==> src/rtl/vga_pkg.sv <==
// vga_pkg
// Shared constants for the VGA front end: renderer tile/map geometry and the
// default 640x480@60 timing, plus a helper that sums one axis of a timing
// description into its total period.
// Ports: none (package).
package vga_pkg;

  // Tile/map geometry used by the renderer and address generator.
  localparam int TILE_W   = 16;
  localparam int TILE_H   = 16;
  localparam int MAP_COLS = 40;
  localparam int MAP_ROWS = 30;

  // Coordinate width of the timing counters and their outputs.
  localparam int CORD_W = 10;

  // Default 640x480@60 timing (25 MHz pixel tick).
  localparam int H_ACTIVE_DEF   = 640;
  localparam int H_FP_DEF       = 16;
  localparam int H_SYNC_DEF     = 96;
  localparam int H_BP_DEF       = 48;
  localparam int V_ACTIVE_DEF   = 480;
  localparam int V_FP_DEF       = 10;
  localparam int V_SYNC_DEF     = 2;
  localparam int V_BP_DEF       = 33;
  localparam int SYNC_DELAY_DEF = 2;

  function automatic int line_total(input int active, input int fp,
                                    input int sync, input int bp);
    return active + fp + sync + bp;
  endfunction

  localparam int H_TOTAL = line_total(H_ACTIVE_DEF, H_FP_DEF, H_SYNC_DEF, H_BP_DEF);
  localparam int V_TOTAL = line_total(V_ACTIVE_DEF, V_FP_DEF, V_SYNC_DEF, V_BP_DEF);

endpackage

==> src/rtl/vga_delay_line.sv <==
// vga_delay_line
// Clock-enabled shift register that lines up the sync/blank strobes with the
// pixel data pipeline (address generator -> ROM -> RGB). Each stage advances
// only when en is high; a synchronous reset loads every stage with RST_VAL.
// DEPTH = 0 is a plain wire from d to q.
// Ports:
//   clk  - clock, rising edge
//   rst  - synchronous active-high reset
//   en   - stage advance enable (pixel tick)
//   d    - WIDTH-bit input
//   q    - WIDTH-bit output, DEPTH ticks behind d
module vga_delay_line #(
  parameter int               WIDTH   = 3,
  parameter int               DEPTH   = 2,
  parameter logic [WIDTH-1:0] RST_VAL = '0
) (
  input  logic             clk,
  input  logic             rst,
  input  logic             en,
  input  logic [WIDTH-1:0] d,
  output logic [WIDTH-1:0] q
);

  if (DEPTH == 0) begin : g_bypass
    logic unused_ctrl;
    assign unused_ctrl = ^{clk, rst, en};
    assign q = d;
  end else begin : g_stages
    logic [WIDTH-1:0] stage [DEPTH];

    always_ff @(posedge clk) begin
      if (rst) begin
        for (int i = 0; i < DEPTH; i++) stage[i] <= RST_VAL;
      end else if (en) begin
        stage[0] <= d;
        for (int i = 1; i < DEPTH; i++) stage[i] <= stage[i-1];
      end
    end

    assign q = stage[DEPTH-1];
  end

endmodule

==> src/rtl/vga_timing_gen.sv <==
// vga_timing_gen
// VGA raster timing: horizontal/vertical counters advanced by a pixel tick,
// active-area flag, active-low sync pulses and blank delayed to match the
// pixel pipeline, and a one-clock frame_start strobe at the start of
// vertical blanking for game-logic updates.
// Note the naming: o_x_cord carries the line (vertical) count and o_y_cord
// the pixel-within-line (horizontal) count.
// Ports:
//   i_clk         - clock, rising edge
//   i_rst         - synchronous active-high reset
//   i_pix_en      - pixel tick / clock enable
//   o_x_cord      - current line, 0..V_TOTAL-1
//   o_y_cord      - current pixel in line, 0..H_TOTAL-1
//   o_show_en     - coordinate is inside the active area
//   o_hsync_n     - delayed active-low horizontal sync
//   o_vsync_n     - delayed active-low vertical sync
//   o_blank_n     - delayed copy of o_show_en for the DAC
//   o_frame_start - one-clock pulse when the raster enters vertical blanking
module vga_timing_gen
  import vga_pkg::*;
#(
  parameter int H_ACTIVE   = H_ACTIVE_DEF,
  parameter int H_FP       = H_FP_DEF,
  parameter int H_SYNC     = H_SYNC_DEF,
  parameter int H_BP       = H_BP_DEF,
  parameter int V_ACTIVE   = V_ACTIVE_DEF,
  parameter int V_FP       = V_FP_DEF,
  parameter int V_SYNC     = V_SYNC_DEF,
  parameter int V_BP       = V_BP_DEF,
  parameter int SYNC_DELAY = SYNC_DELAY_DEF
) (
  input  logic              i_clk,
  input  logic              i_rst,
  input  logic              i_pix_en,
  output logic [CORD_W-1:0] o_x_cord,
  output logic [CORD_W-1:0] o_y_cord,
  output logic              o_show_en,
  output logic              o_hsync_n,
  output logic              o_vsync_n,
  output logic              o_blank_n,
  output logic              o_frame_start
);

  localparam int H_TOT = line_total(H_ACTIVE, H_FP, H_SYNC, H_BP);
  localparam int V_TOT = line_total(V_ACTIVE, V_FP, V_SYNC, V_BP);

  localparam logic [CORD_W-1:0] H_LAST   = CORD_W'(H_TOT - 1);
  localparam logic [CORD_W-1:0] V_LAST   = CORD_W'(V_TOT - 1);
  localparam logic [CORD_W-1:0] H_ACT_C  = CORD_W'(H_ACTIVE);
  localparam logic [CORD_W-1:0] V_ACT_C  = CORD_W'(V_ACTIVE);
  localparam logic [CORD_W-1:0] HS_BEG   = CORD_W'(H_ACTIVE + H_FP);
  localparam logic [CORD_W-1:0] HS_END   = CORD_W'(H_ACTIVE + H_FP + H_SYNC);
  localparam logic [CORD_W-1:0] VS_BEG   = CORD_W'(V_ACTIVE + V_FP);
  localparam logic [CORD_W-1:0] VS_END   = CORD_W'(V_ACTIVE + V_FP + V_SYNC);

  logic [CORD_W-1:0] h, v;
  logic [CORD_W-1:0] h_upd, v_upd;
  logic              h_wrap;
  logic              raw_show, raw_hs_n, raw_vs_n;
  logic              show_q, hs_n_q, vs_n_q;
  logic [2:0]        dly_q;

  // Next counter values. The compare flags are derived from these so the
  // registered flags line up with the registered coordinates. Wrapping on
  // ">=" keeps the counters in range even from an out-of-range value.
  always_comb begin
    h_upd  = h;
    v_upd  = v;
    h_wrap = (h >= H_LAST);
    if (i_pix_en) begin
      if (h_wrap) begin
        h_upd = '0;
        v_upd = (v >= V_LAST) ? '0 : v + CORD_W'(1);
      end else begin
        h_upd = h + CORD_W'(1);
      end
    end
    raw_show = (h_upd < H_ACT_C) && (v_upd < V_ACT_C);
    raw_hs_n = !((h_upd >= HS_BEG) && (h_upd < HS_END));
    raw_vs_n = !((v_upd >= VS_BEG) && (v_upd < VS_END));
  end

  always_ff @(posedge i_clk) begin
    if (i_rst) begin
      h             <= '0;
      v             <= '0;
      show_q        <= 1'b0;
      hs_n_q        <= 1'b1;
      vs_n_q        <= 1'b1;
      o_frame_start <= 1'b0;
    end else begin
      h             <= h_upd;
      v             <= v_upd;
      show_q        <= raw_show;
      hs_n_q        <= raw_hs_n;
      vs_n_q        <= raw_vs_n;
      // Only a wrapping tick can move v, so this fires once per frame.
      o_frame_start <= i_pix_en && h_wrap && (v_upd == V_ACT_C);
    end
  end

  vga_delay_line #(
    .WIDTH   (3),
    .DEPTH   (SYNC_DELAY),
    .RST_VAL (3'b110)
  ) u_sync_dly (
    .clk (i_clk),
    .rst (i_rst),
    .en  (i_pix_en),
    .d   ({hs_n_q, vs_n_q, show_q}),
    .q   (dly_q)
  );

  assign o_x_cord  = v;
  assign o_y_cord  = h;
  assign o_show_en = show_q;
  assign o_hsync_n = dly_q[2];
  assign o_vsync_n = dly_q[1];
  assign o_blank_n = dly_q[0];

endmodule

==> config.mk <==
export PLATFORM = sky130hd
export DESIGN_NAME = vga_timing_gen
export DESIGN_NICKNAME = d
export VERILOG_FILES = /design/src/rtl/vga_pkg.sv /design/src/rtl/vga_delay_line.sv /design/src/rtl/vga_timing_gen.sv
export SDC_FILE = /design/constraint.sdc
export NUM_CORES = 1
export LEC_CHECK = 0
export BUFFER_PORTS_ARGS = -buffer_cell sky130_fd_sc_hd__buf_2
export CORE_ASPECT_RATIO = 1.2
export CORE_UTILIZATION = 50
export DETAILED_ROUTE_END_ITERATION = 10
export PLACE_DENSITY_LB_ADDON = 0.1
export SKIP_LAST_GASP = 1
export SLEW_MARGIN = 10
export SYNTH_ARGS = -nofsm -noshare
export SYNTH_HDL_FRONTEND = slang
export SYNTH_HIERARCHICAL = 1
export SYNTH_SLANG_ARGS = --single-unit
==> constraint.sdc <==
create_clock -name i_clk -period 2.7 [get_ports i_clk]
set_clock_uncertainty 0.05 [all_clocks]
set_input_delay 0.405 -clock i_clk [delete_from_list [all_inputs] [get_ports i_clk]]
set_output_delay 0.405 -clock i_clk [all_outputs]
set_load 0.005 [all_outputs]
# After elaboration in Yosys (flattened, before gate mapping)
# Memory sizes are Yosys's and may differ from the RTL's.
# Index checks and enable logic that the tools add are counted.
# word_totals
reg_bits	24
ramBits	6
inputBits	3
output_inout_bits	25
elab_cells	39
n_memories	1
# memory_table
memory	depth	width	rd	rd_ports_with_merged_regs	wr	line	rtl
u_sync_dly.g_stages.stage	2	3	2	0	2	vga_delay_line.sv:29	logic [WIDTH-1:0] stage [DEPTH];
# op_classes
add_sub_neg	2
order_cmp	8
eq_ne	1
n_mux	12
bitwise_logic	2
reduce_logical	7
# ops
cell	n
$mux W10	5
$ge A10 B10 Y1 const B	3
$add A10 B1 Y10 const B	2
$lt A10 B10 Y1 const B	2
$lt A10 B9 Y1 const B	2
$eq A10 B9 Y1 const B	1
$ge A10 B9 Y1 const B	1
$mux W3	2
$logic_and A1 B1 Y1	5
$mux W1	5
$logic_not A1 Y1	2
$or A1 B1 Y1	2

# Longest topological paths before layout
# Gate-level depths: netlist of run 1.
# logic_depth
ltp_word	7
depth_mapped	7
mapped_depth_nobuf	6

# Modules after synthesis
# Netlist of run 1, hierarchy kept.
# by_module_without_submodules
module	instances	cells_each	area_each_um2	seq_area_each_um2
vga_timing_gen	1	179	1530.2	480.5
vga_delay_line	1	16	264.0	180.2

# Least setup slack after synthesis of run 1
# Ideal clock, no wire load.
# synth_timing
path_kind	reg-to-reg
startpoint	register h[0] (netlist: o_y_cord[0])
endpoint	register o_frame_start
setup_time_ns	0.061
arrival_ns	1.951
t_required_ns	2.589
setup_slack_ns	0.638
path_stages_with_launch	7
n_path_buf	0
synth_period_minus_slack_ns	2.062
cell_sequence	dfxtp_1 > ha_1 > nand4_4 > a21o_1 > or4_4 > a32oi_2 > and4_1
# synth_between
elab_chain_len	5
elab_cells_between_ends	6
classes_between	1 x order compare; 1 x eq/ne; 2 x mux; 2 x reduce/logical
# synth_lines
element	line	rtl
start, declared	vga_timing_gen.sv:56	logic [CORD_W-1:0] h, v;
start signal, assigned	vga_timing_gen.sv:92	h <= h_upd;
$ge A10 B10 Y1 *	vga_timing_gen.sv:69	h_wrap = (h >= H_LAST);
$mux W10	vga_timing_gen.sv:71	if (h_wrap) begin
$mux W10	vga_timing_gen.sv:70	if (i_pix_en) begin
$eq A10 B9 Y1	vga_timing_gen.sv:98	o_frame_start <= i_pix_en && h_wrap && (v_upd == V_ACT_C);
$logic_and A1 B1 Y1 *	vga_timing_gen.sv:98	
end signal, assigned	vga_timing_gen.sv:98	
end, declared	vga_timing_gen.sv:41	output logic o_frame_start
# Mark *: on every way between the ends. The rest lies on a longest branch, timed or not.
# A chain may end at the register's enable or synchronous reset.

# Final worst setup path of run 1
# Ends and elaborated chain as after synthesis.

==> flow_summary.ini, run 1 <==
[run_status]
status = finished with violations
failed_checks = DRC

[synth]
synth_enable_flop_cells = 6
postSynth.topFlopCell = sky130_fd_sc_hd__dfxtp_1
synth_cells = 195
avgSynthCellArea_um2 = 9.20
synth.cell_area_um2 = 1790
yosysWarnings = 6
synth.net_count = 201
postSynth.asyncResetShare_pct = 0
synth_cell_type_count = 58
register_area_share_after_synthesis_pct = 36.8
ys_ff_latch = 30

[floorplanning]
fp.dieW_um = 56.7
row_count = 23
ioPinCount = 28
dieHeight_um = 67.6
initial_utilization_pct = 52.8
design.die.area_um2 = 3830
core_um2 = 3400

[power_and_ir_drop]
pwr_density_cell_nw_per_um2 = 432
power_report.internal_total_mw = 0.649
power.combinational.fraction_pct = 3.5
power_switching_mw = 0.185
proportion_of_power_drawn_by_flip_flops_and_latches_pct = 56.0
vdd.ir_drop.worst_v = 0.000328
leakage_power_total_nw = 0.745
power.share.switching_pct = 22.2
clockPowerShare_pct = 40.5

[sta]
fin_crit_ns = 2.24
final.period_utilization_pct = 83.0
setup_repair_after_global_routing_missed_its_margin = no
final_number_of_setup_violating_endpoints = 0
tightestPinTransition_ns = 0.568
finalHoldViolCount = 0
fin_tns_setup_ns = 0
timing.final.max_slew_violations = 0
fmax_mhz = 446
timing.slew.headroom_pct = 62.2

[detailed_routing]
drt_first_pass_iters = 7
via_count = 1499
detail_route.vias_per_cell = 5.92
drt-initial-drc-count = 72
drt.antenna.violating_nets = 0
remaining_drc_errors = 2
wl_per_cell_um = 14.7
routed_wirelength_um = 3710

[critical_path]
worstPathMaxFanout = 6
timing_worst_setup_path_type = flip-flop to flip-flop
worstPathCellList = ha_1 > nand4_4 > a21o_1 > or4_4 > a32oi_2 > and4_1
timing.critical_path.slowest_stage_cell = sky130_fd_sc_hd__or4_4
reg2reg_setup_slack_ns = 0.46
timing.critical_path.from_type = flip-flop
cpPeakStageDelay_ns = 0.54
worst_ep_arrival_time_ns = 2.42
critical_path.endpoint_type = flip-flop
cp.required_ns = 2.87

[clock_network]
root_buf_cell = sky130_fd_sc_hd__clkbuf_8
tritoncts_clock_tree = yes
post-cts-setup-buffer-count = 0
htree_levels = 2
cts.reportedPaths.clkPinSlew_ns = 0.06
cts_resized = 0
clock_latency_ns = 0.28
cts_num_sinks = 30
cts_hold_repair.buffers = 0
tritoncts.num_buffers = 5
clockBufferDepth = 2

[cells_and_area]
most_frequent_standard_cell_in_the_layout_excluding_fill_and_tap_cells = sky130_fd_sc_hd__buf_2
multi_input_comb_area_um2 = 991
final-seq-area_um2 = 661
layout.nets = 221
final_util_pct = 56.8
area.growth.synth_to_final_pct = 7.53
filler_cell_count = 326
final-instance-count-excl-fill = 253
layout_common_cells = sky130_fd_sc_hd__buf_2, sky130_fd_sc_hd__nor2_1, sky130_fd_sc_hd__dfxtp_1, sky130_fd_sc_hd__nand2_1
final_layout_size_suffix_gt1_share_pct = 24.1
n_antenna_cell = 0

[grt]
global_route.usage.total_pct = 21.0
maximum_number_of_pins_on_one_net_before_global_route_repair = 22
global_route_wire_length_before_repair_um = 6120
grt_antenna_before_repair = 0
gr-total-overflow = 0
grt_pass1_vias = 1333

[flow_run]
maxCapViolations = 0

[place]
placed_cells_incl_taps = 245
place.port_buffers = 27
routabilityCongestion = 0.863
detailed_placement_hpwl_um = 2630

[worst_hold_path]
worstHoldPathType = input pin to flip-flop
-- registers in the layout, indices dropped and copies added, names as in the netlist --
register                   count
u_sync_dly/g_stages.stage      6
vs_n_q                         1
o_frame_start                  1
o_show_en                      1
hs_n_q                         1
o_x_cord                      10
o_y_cord                      10
-- power groups by stage --
stage	registers, mW	logic [mW]	clock network (mW)
final	0.467	0.0293	0.338
after global routing	0.468	0.0330	0.368
after CTS	0.467	0.0295	0.351
after detailed placement	0.477	0.0293	0
after global placement	0.476	0.0289	0
after floorplan	0.476	0.0214	0
-- critical path, delay by kind of cell (launching register included) --
family,cells,cell delay (ns)
AND/OR/NAND/NOR,3,0.93
AO/OA/AOI/OAI,2,0.49
flip-flops,1,0.40
adder cells (fa/ha/maj),1,0.33
-- synth_stat cells (2+ instances only) --
library cell	count	area share [%]
sky130_fd_sc_hd__nor2_1	25	5.2
sky130_fd_sc_hd__dfxtp_1	24	27
sky130_fd_sc_hd__nand2_1	14	2.9
sky130_fd_sc_hd__a21oi_1	9	2.5
sky130_fd_sc_hd__nand3_1	9	2.5
sky130_fd_sc_hd__nand4_1	7	2.4
sky130_fd_sc_hd__xnor2_1	7	3.4
sky130_fd_sc_hd__edfxtp_1	6	10
sky130_fd_sc_hd__nor3_1	6	1.7
sky130_fd_sc_hd__xor2_1	6	2.9
sky130_fd_sc_hd__a31oi_1	5	1.7
sky130_fd_sc_hd__buf_4	5	2.1
sky130_fd_sc_hd__clkbuf_8	5	3.8
sky130_fd_sc_hd__o21ai_0	5	1.4
sky130_fd_sc_hd__or3b_1	4	2.0
sky130_fd_sc_hd__and2_1	3	1.0
sky130_fd_sc_hd__ha_1	3	2.1
sky130_fd_sc_hd__inv_1	3	0.63
sky130_fd_sc_hd__nor2b_1	3	1.0
sky130_fd_sc_hd__a211oi_1	2	0.84
sky130_fd_sc_hd__and3_1	2	0.70
sky130_fd_sc_hd__and3_2	2	0.84
sky130_fd_sc_hd__and3b_2	2	1.1
sky130_fd_sc_hd__buf_2	2	0.56
sky130_fd_sc_hd__nand4b_1	2	0.98
sky130_fd_sc_hd__nor3b_1	2	0.84
-- per-layer routing --
metal / GRT usage (%) / share of wire (%)
met5: 0 / 0
met4: 10.9 / 2.4
met3: 4.60 / 3.9
met2: 35.9 / 49
met1: 24.8 / 44
-- final timing paths --
kind                                   from                         endpoint  cells after the start
worst max-delay path            o_y_cord[0]                    o_frame_start                      6
worst min-delay path                  i_rst                      o_x_cord[0]                      2
worst max register to register  o_y_cord[0]                    o_frame_start                      6
worst min register to register       vs_n_q  u_sync_dly/g_stages.stage[0][1]                      1
-- metrics by stage --
step / worst slack [ns] / area [µm²] / hold slack [ns] / total power, mW
after detailed placement: 0.477 / 1840 / 0.440 / 0.506
after global routing: 0.232 / 1930 / 0.448 / 0.869
after floorplan: 0.638 / 1790 / 0.417 / 0.498
after global placement: 0.549 / 1840 / 0.435 / 0.505
after CTS: 0.467 / 1930 / 0.426 / 0.847
final: 0.459 / 1930 / 0.425 / 0.834
-- layout make-up --
cell class | count | area share (%)
inverters | 3 | 0.584
repair buffers | 27 | 7.00
well taps | 37 | 2.40
clock inverters | 3 | 0.843
clock buffers | 5 | 3.57
multi-input cells | 148 | 51.4
flip-flops and latches | 30 | 34.2
-- cells by family after synthesis --
| logic type | share of synthesized area (%) |
|---|---|
| xor gates and xnor gates | 6.35 |
| and+or+nand+nor | 30.4 |
| AOI/OAI and AO/OA | 15.2 |
| muxes | 1.19 |
| adders and majority gates | 2.09 |
| buffers and inverters | 7.95 |
| DFF | 36.8 |
Note: power is estimated with default switching activity, not from simulation.
==> run 2: changes to the inputs <==
- clock period: 2.7 -> 2.1 ns (I/O delays scaled with it)
==> flow_summary.ini, run 2 (same netlist as run 1, synthesis figures left out) <==
[detailed_routing]
remaining_drc_errors = 2
drt.antenna.violating_nets = 0
via_count = 1569
drt-initial-drc-count = 52
wl_per_cell_um = 14.7
drt_first_pass_iters = 7
detail_route.vias_per_cell = 5.79
routed_wirelength_um = 3990

[sta]
finalHoldWorstSlack_ns = 0.341
timing.slew.headroom_pct = 71.0
final_number_of_setup_violating_endpoints = 0
setup_slack_ns = 0.114
fmax_mhz = 504
timing.final.max_slew_violations = 0
fin_crit_ns = 1.99
tightestPinTransition_ns = 0.434
final.period_utilization_pct = 94.6
finalHoldViolCount = 0

[critical_path]
timing.critical_path.from_type = flip-flop
cp.required_ns = 2.27
critical_path.endpoint_type = flip-flop
worst_ep_arrival_time_ns = 2.16
timing_worst_setup_path_type = flip-flop to flip-flop
reg2reg_setup_slack_ns = 0.11
worstPathMaxFanout = 6

[cells_and_area]
area.growth.synth_to_final_pct = 18.4
most_frequent_standard_cell_in_the_layout_excluding_fill_and_tap_cells = sky130_fd_sc_hd__buf_2
layout.nets = 239
final_layout_size_suffix_gt1_share_pct = 32.9
layout_common_cells = sky130_fd_sc_hd__buf_2, sky130_fd_sc_hd__nor2_1, sky130_fd_sc_hd__dfxtp_1, sky130_fd_sc_hd__buf_4, sky130_fd_sc_hd__nand2_1
fin_area_um2 = 2120
n_antenna_cell = 0
filler_cell_count = 316

[clock_network]
clock_latency_ns = 0.28
cts_hold_repair.buffers = 0
tritoncts_clock_tree = yes
htree_levels = 2
cts.reportedPaths.clkPinSlew_ns = 0.06
cts_num_sinks = 30
post-cts-setup-buffer-count = 0
clockBufferDepth = 2
root_buf_cell = sky130_fd_sc_hd__clkbuf_8
tritoncts.num_buffers = 5

[place]
pre_cts_slack_ns = 0.0717
detailed_placement_hpwl_um = 3040
routabilityCongestion = 0.840
place.port_buffers = 27
area_of_placed_instances_um2 = 1980

[grt]
grt_antenna_before_repair = 0
gr-total-overflow = 0
maximum_number_of_pins_on_one_net_before_global_route_repair = 17
grt_pass1_vias = 1504
global_route_wire_length_before_repair_um = 6720
global_route.usage.total_pct = 22.6

[floorplanning]
row_count = 23
design.die.area_um2 = 3830
initial_utilization_pct = 52.8
dieHeight_um = 67.6
ioPinCount = 28
fp.dieW_um = 56.7
core_um2 = 3400

[power_and_ir_drop]
pwr_density_cell_nw_per_um2 = 571
leakage_power_total_nw = 0.853
vdd.ir_drop.worst_v = 0.000378

[worst_hold_path]
worstHoldPathType = input pin to flip-flop

[run_status]
failed_checks = DRC
status = finished with violations

[flow_run]
maxCapViolations = 0
run 2: cell type report:
| cell class | count | area, µm² | area share, % |
|---|---|---|---|
| Clock buffer | 5 | 68.8 | 3.24 |
| Timing Repair Buffer | 45 | 270 | 12.7 |
| Inverter | 3 | 11.3 | 0.530 |
| Multi-Input combinational cell | 148 | 1030 | 48.4 |
| Tap cell | 37 | 46.3 | 2.18 |
| Clock inverter | 3 | 40.0 | 1.88 |
| Sequential cell | 30 | 661 | 31.1 |
run 2: power by group:
part / switching, mW / total [mW] / internal [mW]
Sequential: 0.00332 / 0.598 / 0.595
Combinational: 0.0289 / 0.0487 / 0.0198
Clock: 0.217 / 0.566 / 0.349
Total: 0.250 / 1.21 / 0.963
run 2: timing repair:
action / in CTS / in global routing
resized for setup: 0 / 9
endpoints found under the setup margin: 0 / 4
endpoints found under the hold margin: 0 / 0
run 2: through the flow:
step	util (%)	total power, mW	setup TNS, ns	std cells
6_report	62.6	1.21	0	271
3_5_place_dp	58.3	0.659	0	263
5_1_grt	62.6	1.25	-0.00248	271
4_1_cts	61.5	1.23	0	271
2_1_floorplan	-	0.640	0	195
3_3_place_gp	58.3	0.656	0	263
run 2: path summary, 6_finish.rpt:
check                            startpoint                         endpoint  cells past startpoint
worst max register to register  o_y_cord[0]                    o_frame_start                      6
worst min-delay path                  i_rst                      o_y_cord[0]                      2
worst min register to register       vs_n_q  u_sync_dly/g_stages.stage[0][1]                      1
worst max-delay path            o_y_cord[0]                    o_frame_start                      6
run 2: critical path, cell delays in order (launching register included):
cell,delay (ns)
sky130_fd_sc_hd__dfxtp_1,0.34
sky130_fd_sc_hd__ha_2,0.26
sky130_fd_sc_hd__nand4_4,0.11
sky130_fd_sc_hd__a21o_1,0.21
sky130_fd_sc_hd__or4_4,0.54
sky130_fd_sc_hd__a32oi_4,0.21
sky130_fd_sc_hd__and4_1,0.21
run 2: layer usage:
metal	vias to the layer above	share of wire, %	track usage [%]	wire length, µm
met5	-	0	0	0
met4	0	1.3	9.38	52
met3	5	3.6	3.45	145
met2	34	53	42.1	2100
met1	747	42	25.9	1690
li1	783	-	-	-
